--- src/rtl/fetch_unit_if.sv ---
// Fetch unit bus bundle: instruction-memory request/response, redirect input and decoder-side op queue head.
interface fetch_if;
   logic        imem_req;
   logic [31:0] imem_addr;
   logic        imem_ack;
   logic [31:0] imem_rdata;
   logic        redirect;
   logic [31:0] redirect_pc;
   logic        stall;
   logic [31:0] op_value;
   logic [31:0] op_pc;
   logic        op_valid;
   logic        fetch_err;

   modport master (
      output imem_req, imem_addr, op_value, op_pc, op_valid, fetch_err,
      input  imem_ack, imem_rdata, redirect, redirect_pc, stall
   );

   modport slave (
      input  imem_req, imem_addr, op_value, op_pc, op_valid, fetch_err,
      output imem_ack, imem_rdata, redirect, redirect_pc, stall
   );
endinterface

--- src/rtl/fetch_unit.sv ---
// Instruction fetch: one outstanding imem read, 2-entry {pc, instr} queue, redirect with in-flight flush.
// Define FETCH_MISALIGN_EN to trap misaligned redirect targets (sticky fetch_err, HALT until reset).
module fetch_unit #(
   parameter logic [31:0] RESET_PC = 32'h0000_0000
) (
   input  logic     clk,
   input  logic     rst_n,
   fetch_if.master  bus
);
   // state | meaning
   // IDLE  | first cycle after reset release, no request
   // FETCH | read request at imem_addr outstanding
   // HOLD  | queue full, fetching paused
   // FLUSH | waiting to discard a read made stale by a redirect
   // HALT  | misaligned redirect trapped, parked until reset
   typedef enum logic [2:0] {IDLE, FETCH, HOLD, FLUSH, HALT} state_t;

   state_t      state_q, state_d;
   logic [31:0] addr_q, addr_d;
   logic [31:0] pend_q, pend_d;
   logic [31:0] pc_q  [2];
   logic [31:0] ins_q [2];
   logic [1:0]  count_q, count_d;
   logic        err_q, err_d;
   logic        req, ack_ok, push, pop, clear, misalign;
   logic [31:0] rpc_al;

   assign req    = (state_q == FETCH) || (state_q == FLUSH);
   assign ack_ok = req && bus.imem_ack;
   assign rpc_al = bus.redirect_pc & 32'hFFFF_FFFC;

`ifdef FETCH_MISALIGN_EN
   assign misalign = |bus.redirect_pc[1:0];
`else
   assign misalign = 1'b0;
`endif

   always_comb begin
      state_d = state_q;
      addr_d  = addr_q;
      pend_d  = pend_q;
      err_d   = err_q;
      push    = 1'b0;
      pop     = (count_q != 2'd0) && !bus.stall;
      clear   = 1'b0;

      case (state_q)
         IDLE: state_d = FETCH;
         FETCH: begin
            if (ack_ok) begin
               push   = 1'b1;
               addr_d = addr_q + 32'd4;
               if (!pop && count_q != 2'd0) state_d = HOLD;
            end
         end
         HOLD: begin
            if (count_q < 2'd2) state_d = FETCH;
         end
         FLUSH: begin
            if (bus.imem_ack) begin
               state_d = err_q ? HALT : FETCH;
               addr_d  = pend_q;
            end
         end
         default: ;
      endcase

      // Redirect wins over everything; a read still waiting for ack must be drained via FLUSH.
      if (bus.redirect && !err_q) begin
         clear = 1'b1;
         push  = 1'b0;
         pop   = 1'b0;
         if (misalign) begin
            err_d   = 1'b1;
            addr_d  = addr_q;
            state_d = (req && !bus.imem_ack) ? FLUSH : HALT;
         end else if (req && !bus.imem_ack) begin
            state_d = FLUSH;
            pend_d  = rpc_al;
            addr_d  = addr_q;
         end else begin
            state_d = FETCH;
            addr_d  = rpc_al;
         end
      end

      if (clear) count_d = 2'd0;
      else       count_d = count_q + {1'b0, push} - {1'b0, pop};
   end

   always_ff @(posedge clk or negedge rst_n) begin
      if (!rst_n) begin
         state_q  <= IDLE;
         addr_q   <= RESET_PC;
         pend_q   <= '0;
         err_q    <= 1'b0;
         count_q  <= 2'd0;
         pc_q[0]  <= '0;
         pc_q[1]  <= '0;
         ins_q[0] <= '0;
         ins_q[1] <= '0;
      end else begin
         state_q <= state_d;
         addr_q  <= addr_d;
         pend_q  <= pend_d;
         err_q   <= err_d;
         count_q <= count_d;
         if (pop) begin
            pc_q[0]  <= pc_q[1];
            ins_q[0] <= ins_q[1];
         end
         // New entry lands behind whatever survives this cycle's pop.
         if (push) begin
            if (count_q == 2'd1 && !pop) begin
               pc_q[1]  <= addr_q;
               ins_q[1] <= bus.imem_rdata;
            end else begin
               pc_q[0]  <= addr_q;
               ins_q[0] <= bus.imem_rdata;
            end
         end
      end
   end

   assign bus.imem_req  = req;
   assign bus.imem_addr = addr_q;
   assign bus.op_value  = ins_q[0];
   assign bus.op_pc     = pc_q[0];
   assign bus.op_valid  = (count_q != 2'd0);
`ifdef FETCH_MISALIGN_EN
   assign bus.fetch_err = err_q;
`else
   assign bus.fetch_err = 1'b0;
`endif
endmodule

--- src/flat_wrapper.sv ---
// flat-port wrapper written by rule: the top's interface ports become plain ports
module fetch_unit_flat 
#(
   parameter logic [31:0] RESET_PC = 32'h0000_0000
)
  (clk, rst_n, bus_imem_req, bus_imem_addr, bus_op_value, bus_op_pc, bus_op_valid, bus_fetch_err, bus_imem_ack, bus_imem_rdata, bus_redirect, bus_redirect_pc, bus_stall);
  fetch_if bus_i ();
  input  logic clk;
  input  logic rst_n;
  output wire logic [$bits(bus_i.imem_req)-1:0] bus_imem_req;
  output wire logic [$bits(bus_i.imem_addr)-1:0] bus_imem_addr;
  output wire logic [$bits(bus_i.op_value)-1:0] bus_op_value;
  output wire logic [$bits(bus_i.op_pc)-1:0] bus_op_pc;
  output wire logic [$bits(bus_i.op_valid)-1:0] bus_op_valid;
  output wire logic [$bits(bus_i.fetch_err)-1:0] bus_fetch_err;
  input wire logic [$bits(bus_i.imem_ack)-1:0] bus_imem_ack;
  input wire logic [$bits(bus_i.imem_rdata)-1:0] bus_imem_rdata;
  input wire logic [$bits(bus_i.redirect)-1:0] bus_redirect;
  input wire logic [$bits(bus_i.redirect_pc)-1:0] bus_redirect_pc;
  input wire logic [$bits(bus_i.stall)-1:0] bus_stall;
  assign bus_imem_req = bus_i.imem_req;
  assign bus_imem_addr = bus_i.imem_addr;
  assign bus_op_value = bus_i.op_value;
  assign bus_op_pc = bus_i.op_pc;
  assign bus_op_valid = bus_i.op_valid;
  assign bus_fetch_err = bus_i.fetch_err;
  assign bus_i.imem_ack = bus_imem_ack;
  assign bus_i.imem_rdata = bus_imem_rdata;
  assign bus_i.redirect = bus_redirect;
  assign bus_i.redirect_pc = bus_redirect_pc;
  assign bus_i.stall = bus_stall;
  fetch_unit #(.RESET_PC(RESET_PC)) u_core (.clk(clk), .rst_n(rst_n), .bus(bus_i));
endmodule
--- config.mk ---
export PLATFORM = sky130hd
export DESIGN_NAME = fetch_unit_flat
export DESIGN_NICKNAME = d
export VERILOG_FILES = /design/src/rtl/fetch_unit_if.sv /design/src/rtl/fetch_unit.sv /design/src/flat_wrapper.sv
export SDC_FILE = /design/constraint.sdc
export NUM_CORES = 1
export LEC_CHECK = 0
export ABC_AREA = 0
export CAP_MARGIN = 30
export CORE_ASPECT_RATIO = 1.25
export CORE_UTILIZATION = 57
export CTS_CLUSTER_DIAMETER = 100
export DETAILED_ROUTE_END_ITERATION = 8
export PLACE_DENSITY = 0.91
export SYNTH_ARGS = -nofsm -noshare
export SYNTH_HDL_FRONTEND = slang
export SYNTH_SLANG_ARGS = --single-unit
--- constraint.sdc ---
create_clock -name clk -period 6.3 [get_ports clk]
set_input_delay 0.63 -clock clk [delete_from_list [all_inputs] [get_ports clk]]
set_output_delay 0.63 -clock clk [all_outputs]
set_load 0.005 [all_outputs]
== Yosys cells after proc, flatten, opt, wreduce, memory -nomap -nowiden ==
Cells that the tools add are included.
Cells by class
  $add $sub $neg: 3
  $lt $le $gt $ge: 1
  eq/ne operators: 9
  multiplexer cells: 26
  reduce and logical (&&, ||, !) cells: 18
Operators by type and width (count)
  32-bit 2-to-1 mux: 10
  64-bit 2-to-1 mux: 2
  32-bit one-hot mux with 2 select lines: 1
  32-bit by 3-bit adder with 32-bit output (second input constant): 1
  3-bit 2-to-1 mux: 5
  3-bit one-hot mux with 4 select lines: 1
  3-bit by 2-bit == test with 1-bit output (second input constant): 2
  3-bit inequality test (second input constant): 2
  1-bit logical AND: 5
  1-bit 2-to-1 mux: 5
  5-bit AND reduction: 1
  5-bit nonzero test: 1
  1-bit zero test: 4
  2-bit 2-to-1 mux: 2
  2-bit AND reduction: 2
  4-bit AND reduction: 1
  3-bit by 1-bit == test with 1-bit output (second input constant): 1
  3-bit zero test: 1
  3-bit by 1-bit inequality test with 1-bit output (second input constant): 1
  3-bit by 2-bit inequality test with 1-bit output (second input constant): 1
  3-bit nonzero test: 1
  2-bit by 1-bit adder with 2-bit output: 1
  2-bit by 1-bit == test with 1-bit output (second input constant): 1
  2-bit less-than comparator (second input constant): 1
  other kinds (4): 4
Storage, ports and cells
  flip-flop bits (word level): 195
  bits of input ports: 69
  output and inout port bits: 99
  word-level logic and storage cells: 65

== Depth between registers and ports, before layout ==
  word-level depth: 9
  mapped depth: 11

== Least setup slack after synthesis ==
OpenSTA, ideal clock, no wires.
  path kind: input-to-reg
  from: in bus_redirect
  to: reg u_core.count_q[1]
  data arrival time: 1.992 ns
  path slack: 4.177 ns
  cell stages on the path: 10
  path buffers: 1
  cells stage by stage: nor2_1 > nand2_1 > inv_2 > clkbuf_1 > ha_1 > inv_1 > ha_1 > xor2_1 > xnor2_1 > nor2_1
Between the ends
  word-level cells in the longest chain between the ends: 4
  elaborated cells between the ends (all ways): 6
Ends and longest elaborated chain
  from (decl): line flat_wrapper.sv:18  | input wire logic [$bits(bus_i.redirect)-1:0] bus_redirect;
  1-bit 2-to-1 mux: line fetch_unit.sv:69  | if (bus.redirect && !err_q) begin
  2-bit by 1-bit adder with 2-bit output: line fetch_unit.sv:88  | else count_d = count_q + {1'b0, push} - {1'b0, pop};
  2-bit by 1-bit subtractor with 2-bit output: line fetch_unit.sv:88
  2-bit 2-to-1 mux *: line fetch_unit.sv:87  | if (clear) count_d = 2'd0;
  named net u_core.count_d[1]: line fetch_unit.sv:23  | logic [1:0] count_q, count_d;
  to (signal assigned): line fetch_unit.sv:107  | count_q <= count_d;
  to (decl): line fetch_unit.sv:23
Mark *: on every way through the listed nets, which the timed path passes. The rest lies on a longest branch.
A chain may end at the register's enable or synchronous reset.

== Worst setup path after layout ==
  from: in bus_imem_ack
  to: reg u_core.ins_q[6] in the netlist's numbering
Between the ends
  word-level cells in the longest chain between the ends: 5
Ends and longest elaborated chain
  from (decl): line flat_wrapper.sv:16  | input wire logic [$bits(bus_i.imem_ack)-1:0] bus_imem_ack;
  1-bit logical AND: line fetch_unit.sv:29  | assign ack_ok = req && bus.imem_ack;
  1-bit 2-to-1 mux: line fetch_unit.sv:50  | if (ack_ok) begin
  1-bit 2-to-1 mux: line fetch_unit.sv:47  | case (state_q)
  1-bit 2-to-1 mux: line fetch_unit.sv:69
  2-bit AND reduction (no line)
  to (decl): line fetch_unit.sv:22  | logic [31:0] ins_q [2];
Every way passes these cells.

==> out/qor.yml <==
status: "finished, final reports clean"
max_freq_mhz: 278
ys_async_sr_fraction: 1.00
placementRows: 52
grt-ovfl-total: 0
routedWlPerCell_um: 17.7
die_area_mm2: 0.0170
grt_pass1_wl_um: 36500
intPower_mw: 3.02
fin_crit_ps: 3600
drtIter0Drc: 644
syn_inst: 959
cts.hold.buffers_added: 0
drc: 0
initial_utilization: 0.583
power.leakage_nw: 4.85
synth_edf_count: 0
yosysTopAreaCellShare: 0.505
hold_slack_ps: 82.8
syn-cell-area_mm2: 0.00941
critPathBufInv: 3
r2r_cells: 9
final_cells: 1249
timing.rr.start: "u_core.state_q[0]"
max_stage_delay_ps: 740
yosysTopAreaCell: "dfrtp_1"
worstPathCellList: "clkdlybuf4s50_1, mux2i_2, buf_4, nor2_4, nand2_2, nor2_4, buf_4, mux2_2"
synthToLayoutAreaGrowth_pct: 19.4
routed_wirelength_um: 22100
hold_viol: 0
clk_path_buf_depth: 2
syn_area_per_cell_um2: 9.81
drive_above_1_share: 0.142
required_ps: 6620
ant_nets: 0
layout_common_cells: "dfrtp_1 (190), nand2_1 (163), clkdlybuf4s50_1 (160), mux2_2 (91), nor2_1 (89)"
htreeDepth: 4
vdd_drop_max_mv: 0.202
cp-start-kind: "primary input"
ys_ff_latch: 190
grt_pass1_vias: 7234
final_common_cell: "dfrtp_1"
nFillCells: 1185
synth_seq_area_share: 0.505
critPathMaxFanout: 40
clk_pin_slew_ps: 70
worst-setup-path-type: "in -> reg"
hpwl_um: 14200
rsz0062_at_grt: "no"
post_cts_resized: 0
post_cts_buffers: 0
clock_latency_ps: 430
slew_violations: 0
arrival_ps: 3920
synthTopCellsByArea: "dfrtp_1 (51%), mux2_2 (11%), nand2_1 (6.5%), buf_4 (5.8%), a31oi_1 (4.5%)"
die_w_um: 117
io_buffers: 162
p_comb_frac: 0.279
cpLargestDelayFamily: "buffers and inverters"
numCtsBuffers: 17
synth_cell_types: 66
pwr-share-clk: 0.264
fin_util: 0.696
vias: 7395
relSlewSlack: 0.353
grt.total_usage: 0.276
fin_worst_skew_ps: 7.45
sw_frac_of_total: 0.290
final_nets: 1092
clock_sink_count: 190
clockRootBuffer: "clkbuf_16"
ios: 168
period_share: 0.572
power.density_mw_per_mm2: 380
drv_cap: 0
crit_cells: 8
antenna_found_initial: 0
die_h_um: 146
core_mm2: 0.0161
power.switching_mw: 1.24
crit_path_start: "bus_imem_ack"
antenna_cells: 0
seqPwrFrac: 0.458
min_path_type: "in -> async"
tightest_slew_ps: 971
final.setup.tns_ps: 0
place_congestion: 0.854
synth_ff_type: "dfrtp_1"
grt_max_degree: 127
first_pass_iters: 5
endpoint_kind: "register"
ys_warn_count: 0
cts_tree: "yes"
slowest_stage: "clkdlybuf4s50_1"
setup_viol_count_final: 0
avgViaCountPerCell: 5.92
dp_cells: 1216
[power groups by stage]
stage	combinational, mW	clock, mW	sequential [mW]
floorplan	0.835	0	1.86
global placement	1.14	0	1.93
detailed placement	1.18	0	1.96
CTS	1.20	1.14	1.95
global route	1.31	1.19	2.01
finish	1.19	1.12	1.95
[through the flow]
| stage | setup WS [ps] | power (mW) | area (µm²) |
|---|---|---|---|
| 2_1_floorplan | 4180 | 2.69 | 9420 |
| 3_5_place_dp | 2330 | 3.15 | 10600 |
| 3_3_place_gp | 2350 | 3.07 | 10600 |
| 5_1_grt | 2550 | 4.51 | 11200 |
| 6_report | 2700 | 4.26 | 11200 |
| 4_1_cts | 2800 | 4.29 | 11200 |
[cell families (layout without fill, tap and decap cells)]
kind of cell / Yosys count / in the layout / share of synthesized area
AOI/OAI and AO/OA: 182 / 182 / 0.118
xor gates and xnor gates: 12 / 12 / 0.0112
adders and majority gates: 3 / 3 / 0.00399
buffers and inverters: 143 / 215 / 0.0895
DFF: 190 / 190 / 0.505
muxes: 96 / 96 / 0.115
other: 1 / 3 / 0.000399
and+or+nand+nor: 332 / 332 / 0.157
[worst paths after layout]
| path | endpoint | slack [ps] |
|---|---|---|
| min in group clk | u_core.ins_q[13] | 490 |
| max in group asynchronous | u_core.pc_q[17] | 4580 |
| hold / removal | u_core.ins_q[28] | 80 |
| setup / recovery | u_core.ins_q[6] | 2700 |
| hold reg to reg | u_core.ins_q[13] | 490 |
| setup reg to reg | u_core.bus.op_pc[9] | 2830 |
[synth_stat cells (all sizes together) (10+ instances only)]
cell and number:
mux2 94, nor3 10, inv 12, clkbuf 31, nor2 91, buf 100, a21oi 35, nand2 166
nand4 10, a31oi 67, o21ai 48, xor2 10, and3 17, nand3 12, dfrtp 190
[sequential cells by signal, summed over array words and instances, names as in the netlist]
name                  count
u_core.pc_q              30
u_core.bus.op_value      32
u_core.state_q            2
u_core.bus.op_pc         32
u_core.bus.imem_addr     30
u_core.pend_q            30
u_core.count_q            2
u_core.ins_q             32
[metal layers]
metal / GRT usage / up-vias / part of all wire
met1: 0.364 / 3659 / 0.42
met2: 0.436 / 307 / 0.49
met4: 0.128 / 0 / 0.032
met3: 0.0546 / 59 / 0.060
met5: 0 / - / 0
li1: - / 3370 / -
[area by class of cell]
class,count,area (µm²),area share
clock buffers,20,467,0.0416
clock inverters,12,159,0.0142
inverters,12,45.0,0.00401
multi-input cells,628,3830,0.341
flip-flops and latches,190,4750,0.423
well taps,216,270,0.0241
repair buffers,171,1710,0.152
Note: power is estimated with default switching activity, not from simulation.
